**src/rtl/mrd_st_framer_if.sv**
```systemverilog
`default_nettype none
// ============================================================================
// Module : mrd_st_framer_if
// Desc   : Sample stream in (front end -> framer) and packet stream out
//          (framer -> memory top) bundled as one interface.
// Rev    : 1.0  initial release
// ============================================================================
interface mrd_st_framer_if #(
  parameter int DW = 18
);
  logic          s_valid;
  logic          s_ready;
  logic          s_sof;
  logic [11:0]   s_dftpts;
  logic [DW-1:0] s_real;
  logic [DW-1:0] s_imag;
  logic          dst_idle;
  logic          out_valid;
  logic          out_sop;
  logic          out_eop;
  logic [11:0]   out_dftpts;
  logic [DW-1:0] out_real;
  logic [DW-1:0] out_imag;
  logic          err_cfg;
  logic          err_drop;
  logic          err_sof;

  modport master (
    output s_valid, s_sof, s_dftpts, s_real, s_imag, dst_idle,
    input  s_ready, out_valid, out_sop, out_eop, out_dftpts, out_real, out_imag,
    input  err_cfg, err_drop, err_sof
  );

  modport slave (
    input  s_valid, s_sof, s_dftpts, s_real, s_imag, dst_idle,
    output s_ready, out_valid, out_sop, out_eop, out_dftpts, out_real, out_imag,
    output err_cfg, err_drop, err_sof
  );
endinterface
`default_nettype wire

```
**src/rtl/mrd_st_framer.sv**
```systemverilog
`default_nettype none
// ============================================================================
// Module : mrd_st_framer
// Desc   : Buffers DFT samples in a FIFO and frames them into sop/eop packets
//          towards the memory top, one sop per destination idle window.
// Rev    : 1.0  initial release
// ============================================================================
module mrd_st_framer #(
  parameter int DW         = 18,
  parameter int FIFO_DEPTH = 16,
  parameter int MAX_PTS    = 1200
) (
  input  wire logic      clk,
  input  wire logic      rst,
  mrd_st_framer_if.slave bus
);
  localparam int          AW        = $clog2(FIFO_DEPTH);
  localparam int          EW        = 1 + 12 + 2 * DW;
  localparam logic [11:0] C_MIN_PTS = 12'd12;
  localparam logic [11:0] C_MAX_PTS = 12'(MAX_PTS);

  typedef enum logic [1:0] {
    S_IDLE = 2'd0,
    S_ARM  = 2'd1,
    S_SEND = 2'd2
  } state_t;

  logic [EW-1:0] fifo_mem_q [FIFO_DEPTH];
  logic [AW:0]   wr_ptr_q, wr_ptr_d, rd_ptr_q, rd_ptr_d;
  logic          fifo_full, fifo_empty, push, pop, ready;
  logic          h_sof;
  logic [11:0]   h_pts;
  logic [DW-1:0] h_re, h_im;

  state_t        state_q, state_d;
  logic [11:0]   len_q, len_d, cnt_q, cnt_d;
  logic          pkt_out_q, pkt_out_d;
  logic          valid_q, valid_d, sop_q, sop_d, eop_q, eop_d;
  logic [11:0]   pts_q, pts_d;
  logic [DW-1:0] re_q, re_d, im_q, im_d;
  logic          ecfg_q, ecfg_d, edrop_q, edrop_d, esof_q, esof_d;

  assign fifo_empty = (wr_ptr_q == rd_ptr_q);
  assign fifo_full  = (wr_ptr_q[AW-1:0] == rd_ptr_q[AW-1:0]) && (wr_ptr_q[AW] != rd_ptr_q[AW]);
  assign ready      = ~fifo_full & ~rst;
  assign push       = bus.s_valid & ready;
  assign {h_sof, h_pts, h_re, h_im} = fifo_mem_q[rd_ptr_q[AW-1:0]];

  always_ff @(posedge clk) begin
    if (push) begin
      fifo_mem_q[wr_ptr_q[AW-1:0]] <= {bus.s_sof, bus.s_dftpts, bus.s_real, bus.s_imag};
    end
  end

  always_comb begin
    wr_ptr_d = push ? wr_ptr_q + 1'b1 : wr_ptr_q;
    rd_ptr_d = pop  ? rd_ptr_q + 1'b1 : rd_ptr_q;
  end

  always_comb begin
    state_d   = state_q;
    len_d     = len_q;
    cnt_d     = cnt_q;
    // Any cycle with the destination busy proves it has left Idle.
    pkt_out_d = pkt_out_q & bus.dst_idle;
    pop       = 1'b0;
    valid_d   = 1'b0;
    sop_d     = 1'b0;
    eop_d     = 1'b0;
    pts_d     = pts_q;
    re_d      = re_q;
    im_d      = im_q;
    ecfg_d    = 1'b0;
    edrop_d   = 1'b0;
    esof_d    = 1'b0;
    case (state_q)
      S_IDLE: begin
        if (!fifo_empty) begin
          if (!h_sof) begin
            pop     = 1'b1;
            edrop_d = 1'b1;
          end else if ((h_pts < C_MIN_PTS) || (h_pts > C_MAX_PTS)) begin
            pop    = 1'b1;
            ecfg_d = 1'b1;
          end else begin
            len_d   = h_pts;
            state_d = S_ARM;
          end
        end
      end
      S_ARM: begin
        if (bus.dst_idle && !pkt_out_q) begin
          pop       = 1'b1;
          valid_d   = 1'b1;
          sop_d     = 1'b1;
          pts_d     = len_q;
          re_d      = h_re;
          im_d      = h_im;
          cnt_d     = 12'd1;
          pkt_out_d = 1'b1;
          state_d   = S_SEND;
        end
      end
      S_SEND: begin
        if (!fifo_empty) begin
          pop     = 1'b1;
          valid_d = 1'b1;
          re_d    = h_re;
          im_d    = h_im;
          esof_d  = h_sof;
          cnt_d   = cnt_q + 12'd1;
          if (cnt_q + 12'd1 == len_q) begin
            eop_d   = 1'b1;
            state_d = S_IDLE;
          end
        end
      end
      default: state_d = S_IDLE;
    endcase
  end

  always_ff @(posedge clk or posedge rst) begin
    if (rst) begin
      wr_ptr_q  <= '0;
      rd_ptr_q  <= '0;
      state_q   <= S_IDLE;
      len_q     <= '0;
      cnt_q     <= '0;
      pkt_out_q <= 1'b0;
      valid_q   <= 1'b0;
      sop_q     <= 1'b0;
      eop_q     <= 1'b0;
      pts_q     <= '0;
      re_q      <= '0;
      im_q      <= '0;
      ecfg_q    <= 1'b0;
      edrop_q   <= 1'b0;
      esof_q    <= 1'b0;
    end else begin
      wr_ptr_q  <= wr_ptr_d;
      rd_ptr_q  <= rd_ptr_d;
      state_q   <= state_d;
      len_q     <= len_d;
      cnt_q     <= cnt_d;
      pkt_out_q <= pkt_out_d;
      valid_q   <= valid_d;
      sop_q     <= sop_d;
      eop_q     <= eop_d;
      pts_q     <= pts_d;
      re_q      <= re_d;
      im_q      <= im_d;
      ecfg_q    <= ecfg_d;
      edrop_q   <= edrop_d;
      esof_q    <= esof_d;
    end
  end

  assign bus.s_ready    = ready;
  assign bus.out_valid  = valid_q;
  assign bus.out_sop    = sop_q;
  assign bus.out_eop    = eop_q;
  assign bus.out_dftpts = pts_q;
  assign bus.out_real   = re_q;
  assign bus.out_imag   = im_q;
  assign bus.err_cfg    = ecfg_q;
  assign bus.err_drop   = edrop_q;
  assign bus.err_sof    = esof_q;
endmodule
`default_nettype wire
```
**src/flat_wrapper.sv**
```systemverilog
// flat-port wrapper written by rule: the top's interface ports become plain ports
module mrd_st_framer_flat 
#(
  parameter int DW         = 18,
  parameter int FIFO_DEPTH = 16,
  parameter int MAX_PTS    = 1200
)
  (clk, rst, bus_s_valid, bus_s_sof, bus_s_dftpts, bus_s_real, bus_s_imag, bus_dst_idle, bus_s_ready, bus_out_valid, bus_out_sop, bus_out_eop, bus_out_dftpts, bus_out_real, bus_out_imag, bus_err_cfg, bus_err_drop, bus_err_sof);
  mrd_st_framer_if #(.DW(DW)) bus_i ();
  input  wire logic clk;
  input  wire logic rst;
  input wire logic [$bits(bus_i.s_valid)-1:0] bus_s_valid;
  input wire logic [$bits(bus_i.s_sof)-1:0] bus_s_sof;
  input wire logic [$bits(bus_i.s_dftpts)-1:0] bus_s_dftpts;
  input wire logic [$bits(bus_i.s_real)-1:0] bus_s_real;
  input wire logic [$bits(bus_i.s_imag)-1:0] bus_s_imag;
  input wire logic [$bits(bus_i.dst_idle)-1:0] bus_dst_idle;
  output wire logic [$bits(bus_i.s_ready)-1:0] bus_s_ready;
  output wire logic [$bits(bus_i.out_valid)-1:0] bus_out_valid;
  output wire logic [$bits(bus_i.out_sop)-1:0] bus_out_sop;
  output wire logic [$bits(bus_i.out_eop)-1:0] bus_out_eop;
  output wire logic [$bits(bus_i.out_dftpts)-1:0] bus_out_dftpts;
  output wire logic [$bits(bus_i.out_real)-1:0] bus_out_real;
  output wire logic [$bits(bus_i.out_imag)-1:0] bus_out_imag;
  output wire logic [$bits(bus_i.err_cfg)-1:0] bus_err_cfg;
  output wire logic [$bits(bus_i.err_drop)-1:0] bus_err_drop;
  output wire logic [$bits(bus_i.err_sof)-1:0] bus_err_sof;
  assign bus_i.s_valid = bus_s_valid;
  assign bus_i.s_sof = bus_s_sof;
  assign bus_i.s_dftpts = bus_s_dftpts;
  assign bus_i.s_real = bus_s_real;
  assign bus_i.s_imag = bus_s_imag;
  assign bus_i.dst_idle = bus_dst_idle;
  assign bus_s_ready = bus_i.s_ready;
  assign bus_out_valid = bus_i.out_valid;
  assign bus_out_sop = bus_i.out_sop;
  assign bus_out_eop = bus_i.out_eop;
  assign bus_out_dftpts = bus_i.out_dftpts;
  assign bus_out_real = bus_i.out_real;
  assign bus_out_imag = bus_i.out_imag;
  assign bus_err_cfg = bus_i.err_cfg;
  assign bus_err_drop = bus_i.err_drop;
  assign bus_err_sof = bus_i.err_sof;
  mrd_st_framer #(.DW(DW), .FIFO_DEPTH(FIFO_DEPTH), .MAX_PTS(MAX_PTS)) u_core (.clk(clk), .rst(rst), .bus(bus_i));
endmodule
```
**config.mk**
```make
export PLATFORM = sky130hd
export DESIGN_NAME = mrd_st_framer_flat
export DESIGN_NICKNAME = d
export VERILOG_FILES = /design/src/rtl/mrd_st_framer_if.sv /design/src/rtl/mrd_st_framer.sv /design/src/flat_wrapper.sv
export SDC_FILE = /design/constraint.sdc
export NUM_CORES = 1
export LEC_CHECK = 0
export BUFFER_PORTS_ARGS = -buffer_cell sky130_fd_sc_hd__buf_2
export CORE_MARGIN = 8
export CORE_UTILIZATION = 25
export DETAILED_ROUTE_END_ITERATION = 6
export PLACE_DENSITY = 0.42
export SYNTH_ARGS = -nofsm -noshare
export SYNTH_HDL_FRONTEND = slang
export SYNTH_SLANG_ARGS = --single-unit
```
**constraint.sdc**
```tcl
create_clock -name clk -period 5.68 [get_ports clk]
set_input_delay 0.568 -clock clk [delete_from_list [all_inputs] [get_ports clk]]
set_output_delay 0.568 -clock clk [all_outputs]
set_load 0.02 [all_outputs]
```
==> results.json <==
{
  "outcome": "completed",
  "ys.flop_type": "edfxtp_1",
  "cts_tree": "yes",
  "worstPathRequired_ns": 6.24,
  "cts_hold_buf": 0,
  "layout_commonest_cell": "edfxtp_1",
  "syn_area_um2": 33970,
  "synthCells": 1640,
  "place_area_um2": 36970,
  "tightest_slew_ns": 1.068,
  "cts_buffers": 97,
  "synth_edf_count": 784,
  "cp_cell_sequence": "buf_4 -> mux4_1 -> mux2i_1 -> nand2_1 -> and4b_1 -> o22a_2 -> o211ai_2 -> or3_1 -> mux2_4",
  "port_buffers": 107,
  "critPathBufInv": 1,
  "hpwl_um": 49840,
  "synth_top_area_share_pct": 69.30,
  "ff2ff_setup_slack_ns": 1.42,
  "p_leak_nw": 13.25,
  "core_area_um2": 135100,
  "worstHoldPathType": "in2async",
  "synth_nets": 1703,
  "rsz0062_at_grt": "no",
  "root_buffer": "clkbuf_16",
  "min_period_ns": 4.261,
  "slowest_delay_ns": 0.94,
  "p_per_area_nw_per_um2": 494.3,
  "yosys_register_bits": 875,
  "rows": 135,
  "drt_drc_violations_left": 0,
  "start_util_pct": 25.14,
  "gp_congestion": 0.7367,
  "die_area_um2": 147900,
  "cts-resized-gates": 0,
  "grt_pass1_vias": 17780,
  "slew_headroom_pct": 28.78,
  "drtIter0Drc": 1309,
  "fp.dieW_um": 384.6,
  "crit_arrival_ns": 4.83,
  "synthTopCellsByArea": "edfxtp_1, mux4_2, dfrtp_1, nand2_1, mux2i_1",
  "maxCapViolCount": 0,
  "nets": 1877,
  "wl_per_cell_um": 23.96,
  "post-route-period-util_pct": 75.03,
  "finalHoldViolations": 0,
  "skew_ns": 0.03426,
  "via_per_inst": 4.465,
  "netlist-cell-type-count": 59,
  "final_area_um2": 40110,
  "crit_family": "multiplexers",
  "totalWireLength_um": 88160,
  "async_reset_ff_share_pct": 10.40,
  "synth_top_area_cell": "edfxtp_1",
  "critPathCaptureType": "flop",
  "postCtsSetupRepairBufs": 0,
  "die_y_um": 384.6,
  "ios": 108,
  "cts.clk_slew.worst_paths_ns": 0.06,
  "ir_drop_uv": 233.6,
  "seq_area_frac_synth_pct": 76.00,
  "worstSetupPathType": "reg2reg",
  "htree_levels": 3,
  "antenna_left": 0,
  "seq_area_um2": 25830,
  "fmax_mhz": 234.7,
  "drt-pass1-iter-count": 6,
  "setup_viol": 0,
  "grt_antenna_before_repair": 23,
  "slew_viol_final": 0,
  "layout_common_cells": "edfxtp_1, mux4_2, nand2_1",
  "cp-start-kind": "flop",
  "grt_pass1_wl_um": 127800,
  "clockBufferDepth": 3,
  "total_power_w": 0.01983,
  "grt_max_degree": 65,
  "critPathSlowestCell": "dfrtp_4",
  "grt-ovfl-total": 0,
  "via_count": 16430,
  "worstSkewPairLatency_ns": 0.68,
  "multi_input_area_um2": 7871,
  "drive_above_1_share_pct": 29.02,
  "area_delta_synth_final_pct": 18.08,
  "numClockSinks": 875,
  "tns_ns": 0,
  "postSynthAreaPerCell_um2": 20.71,
  "crit_fanout": 43,
  "yosys_warnings": 0,
  "track_usage_pct": 11.87,
  "fillerInstances": 13220
}
-- routing by layer --
layer	track usage, %	up-vias	share of wire (%)
li1	-	7030	-
met1	15.62	8833	44
met2	19.64	403	48
met3	2.549	153	5.0
met4	3.680	14	2.7
met5	0	-	0.095
-- flip-flops by register name (all words and copies together) (netlist names) --
name	flops
u_core.bus.out_valid	1
u_core.bus.out_dftpts	12
u_core.bus.out_eop	1
u_core.fifo_mem_q	784
u_core.cnt_q	12
u_core.bus.err_cfg	1
u_core.bus.out_imag	18
u_core.bus.err_sof	1
u_core.pkt_out_q	1
u_core.state_q	2
u_core.wr_ptr_q	5
u_core.len_q	12
u_core.bus.err_drop	1
u_core.rd_ptr_q	5
u_core.bus.out_sop	1
u_core.bus.out_real	18
-- report_power, final --
group          internal, W  switching (W)
Combinational      0.00247        0.00308
Sequential         0.00759       0.000510
Clock              0.00361        0.00257
-- cell families (layout without fill, tap and decap cells) --
| kind of cell | Yosys count | in the layout | synth area share (%) |
|---|---|---|---|
| xor+xnor | 31 | 31 | 0.7992 |
| mux | 279 | 279 | 16.52 |
| flops | 875 | 875 | 76.00 |
| compound gates | 85 | 85 | 1.716 |
| other cells | 0 | 4 | 0 |
| fa+ha+maj | 10 | 10 | 0.3683 |
| simple gates | 267 | 267 | 3.300 |
| buf+inv | 93 | 348 | 1.289 |
-- metrics by stage --
stage | instances | hold WS [ns] | setup WS (ns) | util [%]
after floorplan | 1640 | 0.4604 | 0.8110 | -
after global placement | 3496 | 0.4550 | 1.320 | 27.36
after detailed placement | 3496 | 0.4582 | 1.245 | 27.36
after CTS | 3676 | 0.04807 | 1.245 | 29.68
after global routing | 3676 | 0.08182 | 1.118 | 29.68
final | 3680 | 0.04787 | 1.419 | 29.69
-- cells in the mapped netlist, types with 6 or more instances --
cell,instances
a21oi_1,16
a22o_1,6
o21ai_0,23
a22oi_1,11
dfrtp_1,91
nor2_1,30
inv_1,14
ha_1,10
clkbuf_1,36
nor3_1,10
mux4_1,10
nand2_1,185
nand3_1,11
mux2i_1,41
buf_1,6
edfxtp_1,784
xnor2_1,20
xor2_1,11
mux4_2,209
buf_2,26
mux2_2,14
-- worst paths after layout --
check / startpoint / depth (start not counted) / to
max: u_core.rd_ptr_q[1]$_DFFE_PP0P_ / 9 / u_core.len_q[3]$_DFFE_PP0P_
min: rst / 2 / u_core.wr_ptr_q[4]$_DFFE_PP0P_
max reg2reg: u_core.rd_ptr_q[1]$_DFFE_PP0P_ / 9 / u_core.len_q[3]$_DFFE_PP0P_
min reg2reg: u_core.bus.out_dftpts[6]$_DFFE_PP0P_ / 2 / u_core.bus.out_dftpts[6]$_DFFE_PP0P_
max in group asynchronous: rst / 3 / u_core.bus.out_dftpts[4]$_DFFE_PP0P_
min in group clk: bus_dst_idle / 3 / u_core.pkt_out_q$_DFF_PP0_
-- final cells by class --
type | instances | area share (%)
clock buffers | 131 | 6.622
well taps | 1781 | 5.555
clock inverters | 49 | 1.188
multi-input cells | 672 | 19.62
inverters | 15 | 0.1497
diodes | 4 | 0.02495
repair buffers | 153 | 2.445
flip-flops and latches | 875 | 64.39
Note: power is estimated with default switching activity, not from simulation.
